[src/rtl/rhs_cfg_pkg.sv]
// rhs_cfg_pkg: shared definitions for the RHS AXI4-Lite configuration block.
//   - register byte offsets, per-register implemented-bit masks
//   - config field widths
//   - AXI response encodings and the write/read FSM state types
//   - helpers for byte-strobe merging and mask lookup
package rhs_cfg_pkg;

    localparam int NUM_REGS = 8;

    localparam logic [7:0] REG_CTRL      = 8'h00;
    localparam logic [7:0] REG_STIM_MAG  = 8'h04;
    localparam logic [7:0] REG_PKT_LEN   = 8'h08;
    localparam logic [7:0] REG_ZCHECK    = 8'h0C;
    localparam logic [7:0] REG_STIM_SEL  = 8'h10;
    localparam logic [7:0] REG_PULSE_W   = 8'h14;
    localparam logic [7:0] REG_IPD       = 8'h18;
    localparam logic [7:0] REG_NUM_PULSE = 8'h1C;
    localparam logic [7:0] REG_STATUS    = 8'h20;

    localparam int CTRL_W      = 32;
    localparam int STIM_MAG_W  = 32;
    localparam int PKT_LEN_W   = 16;
    localparam int ZCHECK_W    = 10;
    localparam int STIM_SEL_W  = 26;
    localparam int PULSE_W_W   = 16;
    localparam int IPD_W       = 16;
    localparam int NUM_PULSE_W = 11;

    localparam logic [31:0] MASK_CTRL      = 32'hFFFF_FFFF;
    localparam logic [31:0] MASK_STIM_MAG  = 32'hFFFF_FFFF;
    localparam logic [31:0] MASK_PKT_LEN   = 32'h0000_FFFF;
    localparam logic [31:0] MASK_ZCHECK    = 32'h0000_03FF;
    localparam logic [31:0] MASK_STIM_SEL  = 32'h03FF_FFFF;
    localparam logic [31:0] MASK_PULSE_W   = 32'h0000_FFFF;
    localparam logic [31:0] MASK_IPD       = 32'h0000_FFFF;
    localparam logic [31:0] MASK_NUM_PULSE = 32'h0000_07FF;

    typedef enum logic [1:0] {
        RESP_OKAY   = 2'b00,
        RESP_SLVERR = 2'b10
    } resp_t;

    typedef enum logic [1:0] {
        W_IDLE   = 2'd0,
        W_COMMIT = 2'd1,
        W_RESP   = 2'd2
    } wstate_t;

    typedef enum logic {
        R_IDLE = 1'b0,
        R_DATA = 1'b1
    } rstate_t;

    function automatic logic [31:0] reg_mask(input logic [2:0] idx);
        case (idx)
            3'd0:    return MASK_CTRL;
            3'd1:    return MASK_STIM_MAG;
            3'd2:    return MASK_PKT_LEN;
            3'd3:    return MASK_ZCHECK;
            3'd4:    return MASK_STIM_SEL;
            3'd5:    return MASK_PULSE_W;
            3'd6:    return MASK_IPD;
            default: return MASK_NUM_PULSE;
        endcase
    endfunction

    // Lanes with strobe 0 keep the old byte.
    function automatic logic [31:0] apply_wstrb(input logic [31:0] old_val,
                                                input logic [31:0] new_val,
                                                input logic [3:0]  strb);
        logic [31:0] res;
        res = old_val;
        for (int b = 0; b < 4; b++)
            if (strb[b]) res[b*8 +: 8] = new_val[b*8 +: 8];
        return res;
    endfunction

endpackage

[src/rtl/axil_hold_reg.sv]
// axil_hold_reg: single-entry capture register with a valid flag.
//   clk, rst   : clock, synchronous active-high reset
//   load       : capture d and set valid (channel handshake)
//   clear      : drop valid once the held entry has been consumed
//   d / q      : captured payload
//   valid      : an entry is held
module axil_hold_reg #(
    parameter int W = 8
) (
    input  logic         clk,
    input  logic         rst,
    input  logic         load,
    input  logic         clear,
    input  logic [W-1:0] d,
    output logic [W-1:0] q,
    output logic         valid
);

    always_ff @(posedge clk) begin
        if (rst) begin
            q     <= '0;
            valid <= 1'b0;
        end else if (clear) begin
            valid <= 1'b0;
        end else if (load) begin
            q     <= d;
            valid <= 1'b1;
        end
    end

endmodule

[src/rtl/rhs_axil_cfg_regs.sv]
// rhs_axil_cfg_regs: AXI4-Lite responder holding the RHS configuration
// registers (0x00-0x1C) and a read-only status word (0x20).
//   rhs_aclk, rhs_areset : clock, synchronous active-high reset
//   s_axi_aw* / w* / b*  : write address / data / response channels
//   s_axi_ar* / r*       : read address / data channels
//   cfg_*                : static configuration buses to the RHS sequencer
//   ctrl_wr_stb          : one-cycle pulse when a write to CTRL commits
//   status_in            : status word, sampled on the AR handshake
module rhs_axil_cfg_regs
    import rhs_cfg_pkg::*;
#(
    parameter int ADDR_W = 6,
    parameter int DATA_W = 32
) (
    input  logic                  rhs_aclk,
    input  logic                  rhs_areset,
    input  logic [ADDR_W-1:0]     s_axi_awaddr,
    input  logic [2:0]            s_axi_awprot,
    input  logic                  s_axi_awvalid,
    output logic                  s_axi_awready,
    input  logic [DATA_W-1:0]     s_axi_wdata,
    input  logic [DATA_W/8-1:0]   s_axi_wstrb,
    input  logic                  s_axi_wvalid,
    output logic                  s_axi_wready,
    output logic [1:0]            s_axi_bresp,
    output logic                  s_axi_bvalid,
    input  logic                  s_axi_bready,
    input  logic [ADDR_W-1:0]     s_axi_araddr,
    input  logic                  s_axi_arvalid,
    output logic                  s_axi_arready,
    output logic [DATA_W-1:0]     s_axi_rdata,
    output logic [1:0]            s_axi_rresp,
    output logic                  s_axi_rvalid,
    input  logic                  s_axi_rready,
    output logic [CTRL_W-1:0]      cfg_ctrl,
    output logic [STIM_MAG_W-1:0]  cfg_stim_mag,
    output logic [PKT_LEN_W-1:0]   cfg_pkt_len,
    output logic [ZCHECK_W-1:0]    cfg_zcheck,
    output logic [STIM_SEL_W-1:0]  cfg_stim_sel,
    output logic [PULSE_W_W-1:0]   cfg_pulse_w,
    output logic [IPD_W-1:0]       cfg_ipd,
    output logic [NUM_PULSE_W-1:0] cfg_num_pulse,
    output logic                   ctrl_wr_stb,
    input  logic [DATA_W-1:0]      status_in
);

    localparam int IDX_W = ADDR_W - 2;
    localparam int WH_W  = DATA_W + DATA_W/8;
    localparam logic [IDX_W-1:0] STATUS_IDX = IDX_W'(REG_STATUS >> 2);

    wstate_t w_state, w_next;
    rstate_t r_state, r_next;

    logic              ready_en;   // holds the ready outputs low through reset
    logic              aw_hs, w_hs, ar_hs;
    logic              aw_held, w_held;
    logic [ADDR_W-1:0] aw_q;
    logic [WH_W-1:0]   w_q;
    logic [IDX_W-1:0]  widx, ridx;
    logic [31:0]       regs [NUM_REGS];
    logic [31:0]       rd_word;
    resp_t             rd_resp;

    logic unused_bits;
    assign unused_bits = ^{s_axi_awprot, aw_q[1:0], s_axi_araddr[1:0]};

    assign aw_hs = s_axi_awvalid && s_axi_awready;
    assign w_hs  = s_axi_wvalid  && s_axi_wready;
    assign ar_hs = s_axi_arvalid && s_axi_arready;
    assign widx  = aw_q[ADDR_W-1:2];
    assign ridx  = s_axi_araddr[ADDR_W-1:2];

    axil_hold_reg #(.W(ADDR_W)) u_aw_hold (
        .clk(rhs_aclk), .rst(rhs_areset), .load(aw_hs),
        .clear(w_state == W_COMMIT), .d(s_axi_awaddr), .q(aw_q), .valid(aw_held)
    );

    axil_hold_reg #(.W(WH_W)) u_w_hold (
        .clk(rhs_aclk), .rst(rhs_areset), .load(w_hs),
        .clear(w_state == W_COMMIT), .d({s_axi_wstrb, s_axi_wdata}), .q(w_q), .valid(w_held)
    );

    always_ff @(posedge rhs_aclk) begin
        if (rhs_areset) ready_en <= 1'b0;
        else            ready_en <= 1'b1;
    end

    // ---------------- write FSM ----------------
    always_ff @(posedge rhs_aclk) begin
        if (rhs_areset) w_state <= W_IDLE;
        else            w_state <= w_next;
    end

    // A handshake this cycle counts as held, so commit follows the later
    // of the two handshakes by exactly one cycle.
    always_comb begin
        w_next = w_state;
        case (w_state)
            W_IDLE:   if ((aw_held || aw_hs) && (w_held || w_hs)) w_next = W_COMMIT;
            W_COMMIT: w_next = W_RESP;
            W_RESP:   if (s_axi_bready) w_next = W_IDLE;
            default:  w_next = W_IDLE;
        endcase
    end

    always_comb begin
        s_axi_awready = ready_en && (w_state == W_IDLE) && !aw_held;
        s_axi_wready  = ready_en && (w_state == W_IDLE) && !w_held;
        s_axi_bvalid  = (w_state == W_RESP);
    end

    // Register update, B response and CTRL strobe all land on the commit
    // edge, so cfg_* and ctrl_wr_stb become visible together.
    always_ff @(posedge rhs_aclk) begin
        if (rhs_areset) begin
            for (int i = 0; i < NUM_REGS; i++) regs[i] <= '0;
            s_axi_bresp <= RESP_OKAY;
            ctrl_wr_stb <= 1'b0;
        end else if (w_state == W_COMMIT) begin
            ctrl_wr_stb <= (widx == '0);
            if (widx < STATUS_IDX)
                regs[widx[2:0]] <= apply_wstrb(regs[widx[2:0]], w_q[DATA_W-1:0],
                                               w_q[DATA_W +: DATA_W/8])
                                   & reg_mask(widx[2:0]);
            s_axi_bresp <= (widx <= STATUS_IDX) ? RESP_OKAY : RESP_SLVERR;
        end else begin
            ctrl_wr_stb <= 1'b0;
        end
    end

    // ---------------- read FSM ----------------
    always_ff @(posedge rhs_aclk) begin
        if (rhs_areset) r_state <= R_IDLE;
        else            r_state <= r_next;
    end

    always_comb begin
        r_next = r_state;
        case (r_state)
            R_IDLE:  if (ar_hs) r_next = R_DATA;
            R_DATA:  if (s_axi_rready) r_next = R_IDLE;
            default: r_next = R_IDLE;
        endcase
    end

    always_comb begin
        s_axi_arready = ready_en && (r_state == R_IDLE);
        s_axi_rvalid  = (r_state == R_DATA);
    end

    always_comb begin
        rd_word = '0;
        rd_resp = RESP_OKAY;
        if (ridx < STATUS_IDX)       rd_word = regs[ridx[2:0]];
        else if (ridx == STATUS_IDX) rd_word = status_in;
        else                         rd_resp = RESP_SLVERR;
    end

    // Sampling registers (not the commit result) gives old-value semantics
    // when the AR handshake coincides with a commit.
    always_ff @(posedge rhs_aclk) begin
        if (rhs_areset) begin
            s_axi_rdata <= '0;
            s_axi_rresp <= RESP_OKAY;
        end else if (ar_hs) begin
            s_axi_rdata <= rd_word;
            s_axi_rresp <= rd_resp;
        end
    end

    assign cfg_ctrl      = regs[0];
    assign cfg_stim_mag  = regs[1];
    assign cfg_pkt_len   = regs[2][PKT_LEN_W-1:0];
    assign cfg_zcheck    = regs[3][ZCHECK_W-1:0];
    assign cfg_stim_sel  = regs[4][STIM_SEL_W-1:0];
    assign cfg_pulse_w   = regs[5][PULSE_W_W-1:0];
    assign cfg_ipd       = regs[6][IPD_W-1:0];
    assign cfg_num_pulse = regs[7][NUM_PULSE_W-1:0];

endmodule

[config.mk]
export PLATFORM = sky130hd
export DESIGN_NAME = rhs_axil_cfg_regs
export DESIGN_NICKNAME = d
export VERILOG_FILES = /design/src/rtl/rhs_cfg_pkg.sv /design/src/rtl/axil_hold_reg.sv /design/src/rtl/rhs_axil_cfg_regs.sv
export SDC_FILE = /design/constraint.sdc
export NUM_CORES = 1
export LEC_CHECK = 0
export CORE_ASPECT_RATIO = 2
export CORE_MARGIN = 2
export CORE_UTILIZATION = 24
export CTS_CLUSTER_DIAMETER = 200
export DETAILED_ROUTE_END_ITERATION = 16
export GPL_TIMING_DRIVEN = 0
export HOLD_SLACK_MARGIN = 0.02
export PLACE_DENSITY_LB_ADDON = 0.08
export SYNTH_ARGS = -nofsm -noshare
export SYNTH_HDL_FRONTEND = slang
export SYNTH_HIERARCHICAL = 1
export SYNTH_SLANG_ARGS = --single-unit
[constraint.sdc]
create_clock -name rhs_aclk -period 4.9 [get_ports rhs_aclk]
set_clock_uncertainty 0.1 [all_clocks]
set_input_delay 0.735 -clock rhs_aclk [delete_from_list [all_inputs] [get_ports rhs_aclk]]
set_output_delay 0.735 -clock rhs_aclk [all_outputs]
set_load 0.02 [all_outputs]
==> impl_metrics.toml <==
[status]
outcome = "complete, no violations"

[clock_tree]
clk_pin_slew_ns = 0.06
clock_path_buffers = 3
clk_latency_ns = 0.56
root_buffer = "clkbuf_16"
numCtsBuffers = 37
cts_resized = 0
cts_hold_buffers = 0
htree_levels = 2
cts_tree = "built"
postCtsSetupRepairBufs = 0
cts_sinks = 337

[route]
drtIter0Drc = 769
num_vias = 11800
wl_per_cell_um = 26.3
drcViolationCount = 0
firstDrtPassIters = 5
ant_nets = 0
viasPerCell = 4.52
drt_wl_total_um = 68900

[logic_synthesis]
syn_area_sq_um = 16300
yosysWarnings = 6
avgSynthCellArea_sq_um = 12.9
syn_inst = 1269

[timing]
fin_setup_tns_ns = 0
rsz0062_at_grt = "no"
slew_headroom_pct = 19.8
period_needed_ns = 4.17
tightest_slew_ns = 1.20
max_freq_ghz = 0.240
setup_viol = 0
period_share_pct = 85.1
hold_viol_final = 0
maxSlewViolCount = 0

[floorplan]
die_y_um = 373
pin_count = 291
std_cell_rows = 135
fp.dieArea_sq_um = 70200
core_sq_um = 67600
start_util_pct = 24.2
die_w_um = 188

[layout]
num_antenna_cells = 0
fin_area_sq_um = 22000
final_cell_mix = "clkdlybuf4s50_1 (281), edfxtp_1 (256), nor2_1 (152), buf_4 (101), conb_1 (99)"
final_common_cell = "clkdlybuf4s50_1"
postLayoutCoreUtil_pct = 32.6
area_delta_synth_final_pct = 34.8
nets = 1785
fin_cells = 2614
drive_above_1_share_pct = 20.5

[power_and_ir_drop]
vdd.ir_drop.worst_uv = 218
p_leak_uw = 0.00779
p_total_uw = 7210
pwr_density_cell_nw_per_um2 = 328

[hold_path]
worstHoldStart = "s_axi_rresp[1]$_SDFFE_PP0P_"
hold_path.class = "reg2reg"

[setup_path]
worstReg2RegStart = "u_aw_hold/q[2]$_SDFFE_PP0P_"
cp.required_ns = 5.05
slowest_stage = "nor4b_2"
crit_start = "rhs_areset"
critPathMaxFanout = 20
path_cells = "clkdlybuf4s50_1, buf_2, nor4b_2, and2_1, nand2_1, clkbuf_1, nand2_2, buf_12"
cp_slowest_stage_delay_ns = 0.79
worstPathArrival_ns = 4.32
endpoint_kind = "flip-flop"
startpoint_type = "input port"
crit_type = "in2reg"

[global_routing]
overflow = 0
grt_max_degree = 24
grt_use_total_pct = 19.5
grt_pass1_wl_um = 96100
grt_pass1_vias = 12700
antenna_found_initial = 0

[place]
gp_routability_congestion = 0.783
placedInstanceArea_sq_um = 20800
hpwl_um = 51700
dp_cells = 2546
port_buffers = 281

[job]
maxCapViolations = 0
sequential cells by signal, summed over array words and instances, names as in the netlist:
register / cells
s_axi_rvalid: 1
s_axi_rresp: 1
ready_en: 1
regs: 256
u_aw_hold/valid: 1
u_aw_hold/q: 4
u_w_hold/q: 36
w_state: 2
ctrl_wr_stb: 1
s_axi_bresp: 1
u_w_hold/valid: 1
s_axi_rdata: 32
per-layer routing:
| layer | GRT usage (%) | part of all wire (%) | vias up |
|---|---|---|---|
| met2 | 37.2 | 54 | 376 |
| met1 | 21.1 | 37 | 5984 |
| met3 | 2.60 | 4.3 | 92 |
| li1 | - | - | 5363 |
| met4 | 8.58 | 4.6 | 0 |
| met5 | 0 | 0 | - |
metrics by stage:
| step | setup slack (ns) | hold slack, ns |
|---|---|---|
| detailed placement | 0.140 | 0.344 |
| CTS | 0.731 | 0.353 |
| global placement | -0.849 | 0.347 |
| finish | 0.731 | 0.352 |
| global route | 0.730 | 0.367 |
| floorplan | 1.83 | 0.337 |
path summary, 6_finish.rpt:
path | to | slack, ns | depth (start not counted)
worst max-delay path | regs[2][14]$_SDFFCE_PN0P_ | 0.73 | 8
worst min-delay path | s_axi_rresp[1]$_SDFFE_PP0P_ | 0.35 | 2
worst max register to register | regs[0][14]$_SDFFCE_PN0P_ | 0.95 | 7
worst min register to register | s_axi_rresp[1]$_SDFFE_PP0P_ | 0.35 | 2
worst max-delay path, delay by kind of cell:
family | cells | cell delay (ns)
and+or+nand+nor | 4 | 2.00
buffers and inverters | 4 | 1.56
cell type report:
cell class / instances / area (sq um)
inverters: 25 / 93.8
clock inverters: 20 / 185
well taps: 890 / 1110
repair buffers: 289 / 2970
clock buffers: 48 / 1020
flip-flops and latches: 337 / 9310
multi-input cells: 816 / 6090
fillers: 6912 / 45600
plain buffers: 189 / 1210
power by group:
| group | total, uW | switching, uW | leakage (uW) | internal, uW |
|---|---|---|---|---|
| registers | 3330 | 110 | 0.00325 | 3220 |
| clock network | 2870 | 1270 | 0.000586 | 1590 |
| logic | 1010 | 568 | 0.00395 | 441 |
Power figures use the tool's default switching activity.
